[src/rtl/md5_msg_pad.sv]
// MD5 message padder: packs 32-bit words into 512-bit blocks, appends 0x80, zero fill and 64-bit bit length.
// Latency: 2 cycles from last-word accept to blk_valid_o; backpressure: input stalls while a block waits.
// Build option MD5_BYTE_SWAP_EN: byte-reverse input words (big-endian input).
module md5_msg_pad #(
  parameter int n     = 32,
  parameter int LEN_W = 64
) (
  input  logic         clk_i,
  input  logic         rst_i,
  input  logic         in_valid_i,
  output logic         in_ready_o,
  input  logic [n-1:0] in_data_i,
  input  logic         in_last_i,
  input  logic [1:0]   in_bytes_i,
  output logic [n-1:0] M_o [0:15],
  output logic         blk_valid_o,
  input  logic         blk_ready_i,
  output logic         blk_last_o
);

  typedef enum logic [1:0] {S_FILL, S_PAD, S_EMIT, S_XTRA} state_t;

  state_t           state;
  logic [3:0]       wcnt;
  logic [LEN_W-1:0] len;
  logic [63:0]      len64;
  logic [4:0]       mark_pos;
  logic             need_xtra;
  logic             mark_pending;

  logic [n-1:0]     word_in;
  logic [n-1:0]     last_word;
  logic [2:0]       nbytes;
  logic             accept;

  assign in_ready_o = (state == S_FILL) && !rst_i;
  assign accept     = in_valid_i && in_ready_o;
  assign len64      = 64'(len);

  always_comb begin
`ifdef MD5_BYTE_SWAP_EN
    word_in = {in_data_i[7:0], in_data_i[15:8], in_data_i[23:16], in_data_i[31:24]};
`else
    word_in = in_data_i;
`endif
    nbytes = (in_bytes_i == 2'd0) ? 3'd4 : {1'b0, in_bytes_i};
    // Unused upper bytes are dropped and the 0x80 marker sits right after the last valid byte.
    case (in_bytes_i)
      2'd1:    last_word = {16'h0000, 8'h80, word_in[7:0]};
      2'd2:    last_word = {8'h00, 8'h80, word_in[15:0]};
      2'd3:    last_word = {8'h80, word_in[23:0]};
      default: last_word = word_in;
    endcase
  end

  always_ff @(posedge clk_i or posedge rst_i) begin
    if (rst_i) begin
      state        <= S_FILL;
      wcnt         <= 4'd0;
      len          <= '0;
      mark_pos     <= 5'd0;
      need_xtra    <= 1'b0;
      mark_pending <= 1'b0;
      blk_valid_o  <= 1'b0;
      blk_last_o   <= 1'b0;
      for (int i = 0; i < 16; i++) M_o[i] <= '0;
    end else begin
      case (state)
        S_FILL: begin
          if (accept) begin
            wcnt <= wcnt + 4'd1;
            if (in_last_i) begin
              M_o[wcnt] <= last_word;
              len       <= len + LEN_W'({nbytes, 3'b000});
              if (in_bytes_i == 2'd0) begin
                // Full last word: marker opens the next word, or the extra block if none is left.
                mark_pos <= {1'b0, wcnt} + 5'd1;
                if (wcnt != 4'hf) M_o[wcnt + 4'd1] <= 32'h0000_0080;
              end else begin
                mark_pos <= {1'b0, wcnt};
              end
              mark_pending <= (in_bytes_i == 2'd0) && (wcnt == 4'hf);
              state        <= S_PAD;
            end else begin
              M_o[wcnt] <= word_in;
              len       <= len + LEN_W'(32);
              if (wcnt == 4'hf) begin
                blk_valid_o <= 1'b1;
                blk_last_o  <= 1'b0;
                state       <= S_EMIT;
              end
            end
          end
        end

        S_PAD: begin
          for (int i = 0; i < 16; i++) begin
            if (5'(i) > mark_pos) M_o[i] <= '0;
          end
          if (mark_pos <= 5'd13) begin
            M_o[14]    <= len64[31:0];
            M_o[15]    <= len64[63:32];
            blk_last_o <= 1'b1;
            need_xtra  <= 1'b0;
          end else begin
            blk_last_o <= 1'b0;
            need_xtra  <= 1'b1;
          end
          blk_valid_o <= 1'b1;
          state       <= S_EMIT;
        end

        S_EMIT: begin
          if (blk_ready_i) begin
            blk_valid_o <= 1'b0;
            if (need_xtra) begin
              state <= S_XTRA;
            end else begin
              state <= S_FILL;
              wcnt  <= 4'd0;
              if (blk_last_o) len <= '0;
            end
          end
        end

        S_XTRA: begin
          for (int i = 0; i < 16; i++) M_o[i] <= '0;
          if (mark_pending) M_o[0] <= 32'h0000_0080;
          M_o[14]      <= len64[31:0];
          M_o[15]      <= len64[63:32];
          blk_last_o   <= 1'b1;
          blk_valid_o  <= 1'b1;
          need_xtra    <= 1'b0;
          mark_pending <= 1'b0;
          state        <= S_EMIT;
        end

        default: state <= S_FILL;
      endcase
    end
  end

endmodule

[config.mk]
export PLATFORM = sky130hd
export DESIGN_NAME = md5_msg_pad
export DESIGN_NICKNAME = d
export VERILOG_FILES = /design/src/rtl/md5_msg_pad.sv
export SDC_FILE = /design/constraint.sdc
export NUM_CORES = 2
export LEC_CHECK = 0
export CELL_PAD_IN_SITES_DETAIL_PLACEMENT = 2
export CELL_PAD_IN_SITES_GLOBAL_PLACEMENT = 2
export CORE_AREA = 2 2 312 314
export CTS_BUF_LIST = sky130_fd_sc_hd__clkbuf_16
export CTS_CLUSTER_DIAMETER = 80
export DETAILED_ROUTE_END_ITERATION = 6
export DIE_AREA = 0 0 314 316
export HOLD_SLACK_MARGIN = 0.03
export PLACE_DENSITY = 0.8
export SYNTH_ARGS = -nofsm -noshare
export SYNTH_HDL_FRONTEND = slang
export SYNTH_SLANG_ARGS = --single-unit
[constraint.sdc]
create_clock -name clk_i -period 19.3 [get_ports clk_i]
set_input_delay 1.93 -clock clk_i [delete_from_list [all_inputs] [get_ports clk_i]]
set_output_delay 1.93 -clock clk_i [all_outputs]
set_load 0.05 [all_outputs]
# Word level (Yosys, flattened, before mapping)
# Index checks and enable logic that the tools add are counted.
[totals]
register_bits = 591
out_inout_bits = 515
in_bits = 39
[classes]
n_reduce_logical = 36
n_bitwise = 5
n_addsub = 4
eq_ne = 32
magnitude_cmp = 21
mux = 63
[op_table]
columns = ["operator", "count"]
rows = [
  ["two-way mux 512 bit", 4],
  ["one-hot mux 512 bit (3 select lines)", 1],
  ["bitwise mux 512 bit", 2],
  ["two-way mux 32 bit", 18],
  ["AND 496 bit", 1],
  ["inverter 496 bit", 1],
  ["two-way mux 64 bit", 6],
  ["demux 32 bit (select 4 bit)", 2],
  ["one-hot mux 64 bit (2 select lines)", 1],
  ["one-hot mux 32 bit (3 select lines)", 1],
  ["adder 64 x 6 -> 64 bit", 1],
  ["adder 64 x 6 -> 64 bit, second input constant", 1],
  ["AND reduction 3 bit", 19],
  ["greater-than comparator 4 x 5 -> 1 bit, first input constant", 8],
  ["inequality test 2 bit, second input constant", 20],
  ["greater-than comparator 3 x 5 -> 1 bit, first input constant", 4],
  ["bitwise OR 16 bit", 1],
  ["two-way mux 4 bit", 3],
  ["AND reduction 4 bit", 3],
  ["two-way mux 1 bit", 11],
  ["greater-or-equal comparator 5 bit, second input constant", 2],
  ["greater-than comparator 1 x 5 -> 1 bit, first input constant", 2],
  ["greater-than comparator 2 x 5 -> 1 bit, first input constant", 2],
  ["less-than comparator 5 x 1 -> 1 bit, second input constant", 2],
  ["26 further kinds", 45],
]

# Logic depth before layout (Yosys ltp)
[depth]
ltp_word = 13
mapped_depth = 11
ltp_nobuf = 7

# Worst setup path before layout
# Ideal clock, no wire load.
[synth_timing]
path_kind = "input to output"
start = "input port rst_i"
end = "output port in_ready_o"
t_required_ns = 17.370
setup_slack_ns = 14.795
arrival_time_ns = 2.575
stages = 1
path_cell_list = "nor2_1"
[synth_via]
elab_chain_cells = 2
[synth_lines]
columns = ["item", "line", "rtl"]
rows = [
  ["start, declared", "9", "input logic rst_i,"],
  ["zero test 1 bit (no line)", "-", ""],
  ["logical AND 1 bit", "36", "assign in_ready_o = (state == S_FILL) && !rst_i;"],
  ["end, declared", "11", "output logic in_ready_o,"],
]
# No other way between the ends.

# Final worst setup path
# Same ends and word-level chain as after synthesis.

==> results_dict.tcl <==
set metrics [dict create \
    status "finished, final reports clean" \
    hold_violations 0 \
    ir_drop_mv 0.0777 \
    cts_hold_buffers 0 \
    clkPwrFrac_pct 28.0 \
    yosysWarnings 0 \
    ys_seq_elements 588 \
    grt_usage_pct 25.6 \
    switchingPower_w 0.00230 \
    critPathArrivalTime_ns 3.44 \
    final_common_cell "nand2_1" \
    die-area_um2 99200 \
    startpoint_type "input port" \
    stdcell_area_um2 35900 \
    grt_pass1_wl_um 187000 \
    crit_type "in -> out" \
    cts_sinks 588 \
    cts_resized 0 \
    drive_gt1_share_pct 7.35 \
    cts_max_level 3 \
    tns_ns 0 \
    switching_share_pct 45.7 \
    synth.distinct_cells 85 \
    clock_path_buffers 3 \
    drt_first_pass_iters 5 \
    grt_max_degree 167 \
    crit_required_ns 17.37 \
    insertion_delay_ns 0.64 \
    max_slew_margin_pct 16.9 \
    slowest_delay_ns 0.82 \
    worst_pin_slew_ns 1.24 \
    rsz0062_at_grt "no" \
    fin_crit_sh_pct 27.8 \
    power_density_nw_per_um2 140 \
    synth_edf_count 0 \
    cts_buffers 74 \
    port_buffers 553 \
    num_vias 24516 \
    wl_um 130000 \
    nFillCells 10269 \
    critical_path.endpoint_type "output port" \
    drc_errors 0 \
    ctsRootBufferMaster "clkbuf_16" \
    netlist_instances 2846 \
    fin_nets 3357 \
    die_h_um 316 \
    final_cell_mix "nand2_1 (716), dfrtp_1 (588), clkdlybuf4s50_1 (552)" \
    regArea_um2 14700 \
    p_seq_share_pct 30.5 \
    drv_slew 0 \
    start_util_pct 27.8 \
    detail-route-antenna-nets 0 \
    setup_viol 0 \
    hpwl_um 88600 \
    clock_skew_ns 0.0208 \
    syn_nets 2901 \
    avgSynthCellArea_um2 9.36 \
    area_growth_pct 34.9 \
    viasPerCell 5.28 \
    synthArstFlopShare_pct 100 \
    place_area_um2 33500 \
    post_cts_buffers 0 \
    fp-row-count 114 \
    hp-class "reg -> reg" \
    intPower_w 0.00274 \
    multi_input_area_um2 11100 \
    core_um2 96000 \
    io_pins 554 \
    cap_violations 0 \
    slowest_stage "clkdlybuf4s50_1" \
    grt-ovfl-total 0 \
    drt-initial-drc-count 1365 \
    critical_path.max_fanout 4 \
    cts_tree "built" \
    routedWlPerCell_um 27.9 \
    clk_pin_slew_ns 0.06 \
    comb_power_share_pct 41.5 \
    gp_congestion 0.841 \
    power.leakage_nw 15.8 \
    path_cells "clkdlybuf4s50_1 > nor2_1 > clkdlybuf4s50_1" \
    crit_top_cell "clkdlybuf4s50_1" \
    fmax_ghz 0.186 \
    grt_pass1_vias 26130 \
    synth-seq-area-share_pct 55.2 \
    yosys_most_used_dff "dfrtp_1" \
    die_width_um 314 \
    grt_antenna_before_repair 7 \
    period_minus_slack_ns 5.37 \
    netlist_area_um2 26600 \
]
[worst paths after layout]
check                             endpoint     start  cells after the start  slack, ns
worst max register to register     len[45]  state[0]                      7      14.91
worst min-delay path              M_o[359]  M_o[359]                      1       0.49
max in group asynchronous         M_o[286]     rst_i                      5      14.55
worst min register to register    M_o[359]  M_o[359]                      1       0.49
min in group asynchronous           M_o[2]     rst_i                      2       1.86
worst max-delay path            in_ready_o     rst_i                      3      13.93
[state kept, by name, indices dropped and copies added, names as in the netlist]
signal	count
M_o	512
len	61
mark_pos	5
wcnt	4
state	2
blk_last_o	1
blk_valid_o	1
mark_pending	1
need_xtra	1
[critical path: cells and delay by family]
family / cells / cell delay, ns
buffers and inverters: 2 / 1.36
AND/OR/NAND/NOR: 1 / 0.16
[Yosys cell counts (28+ instances only)]
| cell | count | area share (%) |
|---|---|---|
| a21oi_1 | 355 | 6.7 |
| a22o_1 | 51 | 1.7 |
| a22oi_1 | 28 | 0.79 |
| and3_1 | 29 | 0.68 |
| buf_2 | 87 | 1.6 |
| clkbuf_1 | 141 | 2.0 |
| dfrtp_1 | 588 | 55 |
| mux2i_1 | 114 | 4.3 |
| nand2_1 | 716 | 10 |
| nand3_1 | 59 | 1.1 |
| nand4_1 | 29 | 0.68 |
| nor2_1 | 174 | 2.5 |
| o21ai_0 | 108 | 2.0 |
[cells by family (layout without fill, tap and decap cells)]
logic type / after synthesis / in the layout / share of synthesized area [%]
xor+xnor: 18 / 18 / 0.592
simple gates: 1135 / 1135 / 18.4
flops: 588 / 588 / 55.2
mux: 115 / 115 / 4.32
other cells: 0 / 3 / 0
fa+ha+maj: 16 / 16 / 0.779
compound gates: 711 / 711 / 16.4
buf+inv: 263 / 779 / 4.20
[metal layers]
metal | vias to the layer above | GRT usage (%) | share of wire [%]
li1 | 10682 | - | -
met1 | 12888 | 32.4 | 42
met2 | 721 | 42.4 | 48
met3 | 221 | 5.81 | 6.1
met4 | 4 | 10.0 | 4.0
met5 | - | 0 | 0.018
[metrics by stage]
stage / total power (W) / setup slack [ns] / std cells / utilization, % / hold WS, ns
2_1_floorplan: 0.00279 / 0.915 / 2846 / - / 0.491
3_3_place_gp: 0.00360 / 13.44 / 4502 / 34.9 / 0.469
3_5_place_dp: 0.00365 / 13.36 / 4502 / 34.9 / 0.472
4_1_cts: 0.00507 / 13.91 / 4638 / 37.4 / 0.490
5_1_grt: 0.00525 / 13.69 / 4640 / 37.4 / 0.502
6_report: 0.00504 / 13.93 / 4641 / 37.4 / 0.488
[layout make-up]
| cell class | instances | share of cell area (%) |
|---|---|---|
| clock inverter | 62 | 1.57 |
| antenna | 3 | 0.0209 |
| timing repair buffer | 620 | 16.8 |
| multi-input combinational | 1995 | 30.8 |
| sequential | 588 | 40.9 |
| clock buffer | 74 | 5.15 |
| tap | 1276 | 4.44 |
| inverter | 23 | 0.261 |
[power by group through the flow]
stage	combinational, W	sequential [W]	clock, W
after floorplan	0.000768	0.00202	0
after global placement	0.00205	0.00155	0
after detailed placement	0.00209	0.00156	0
after CTS	0.00210	0.00154	0.00144
after global routing	0.00221	0.00156	0.00149
final	0.00209	0.00154	0.00141
No activity file was read; power rests on OpenSTA's default activity.
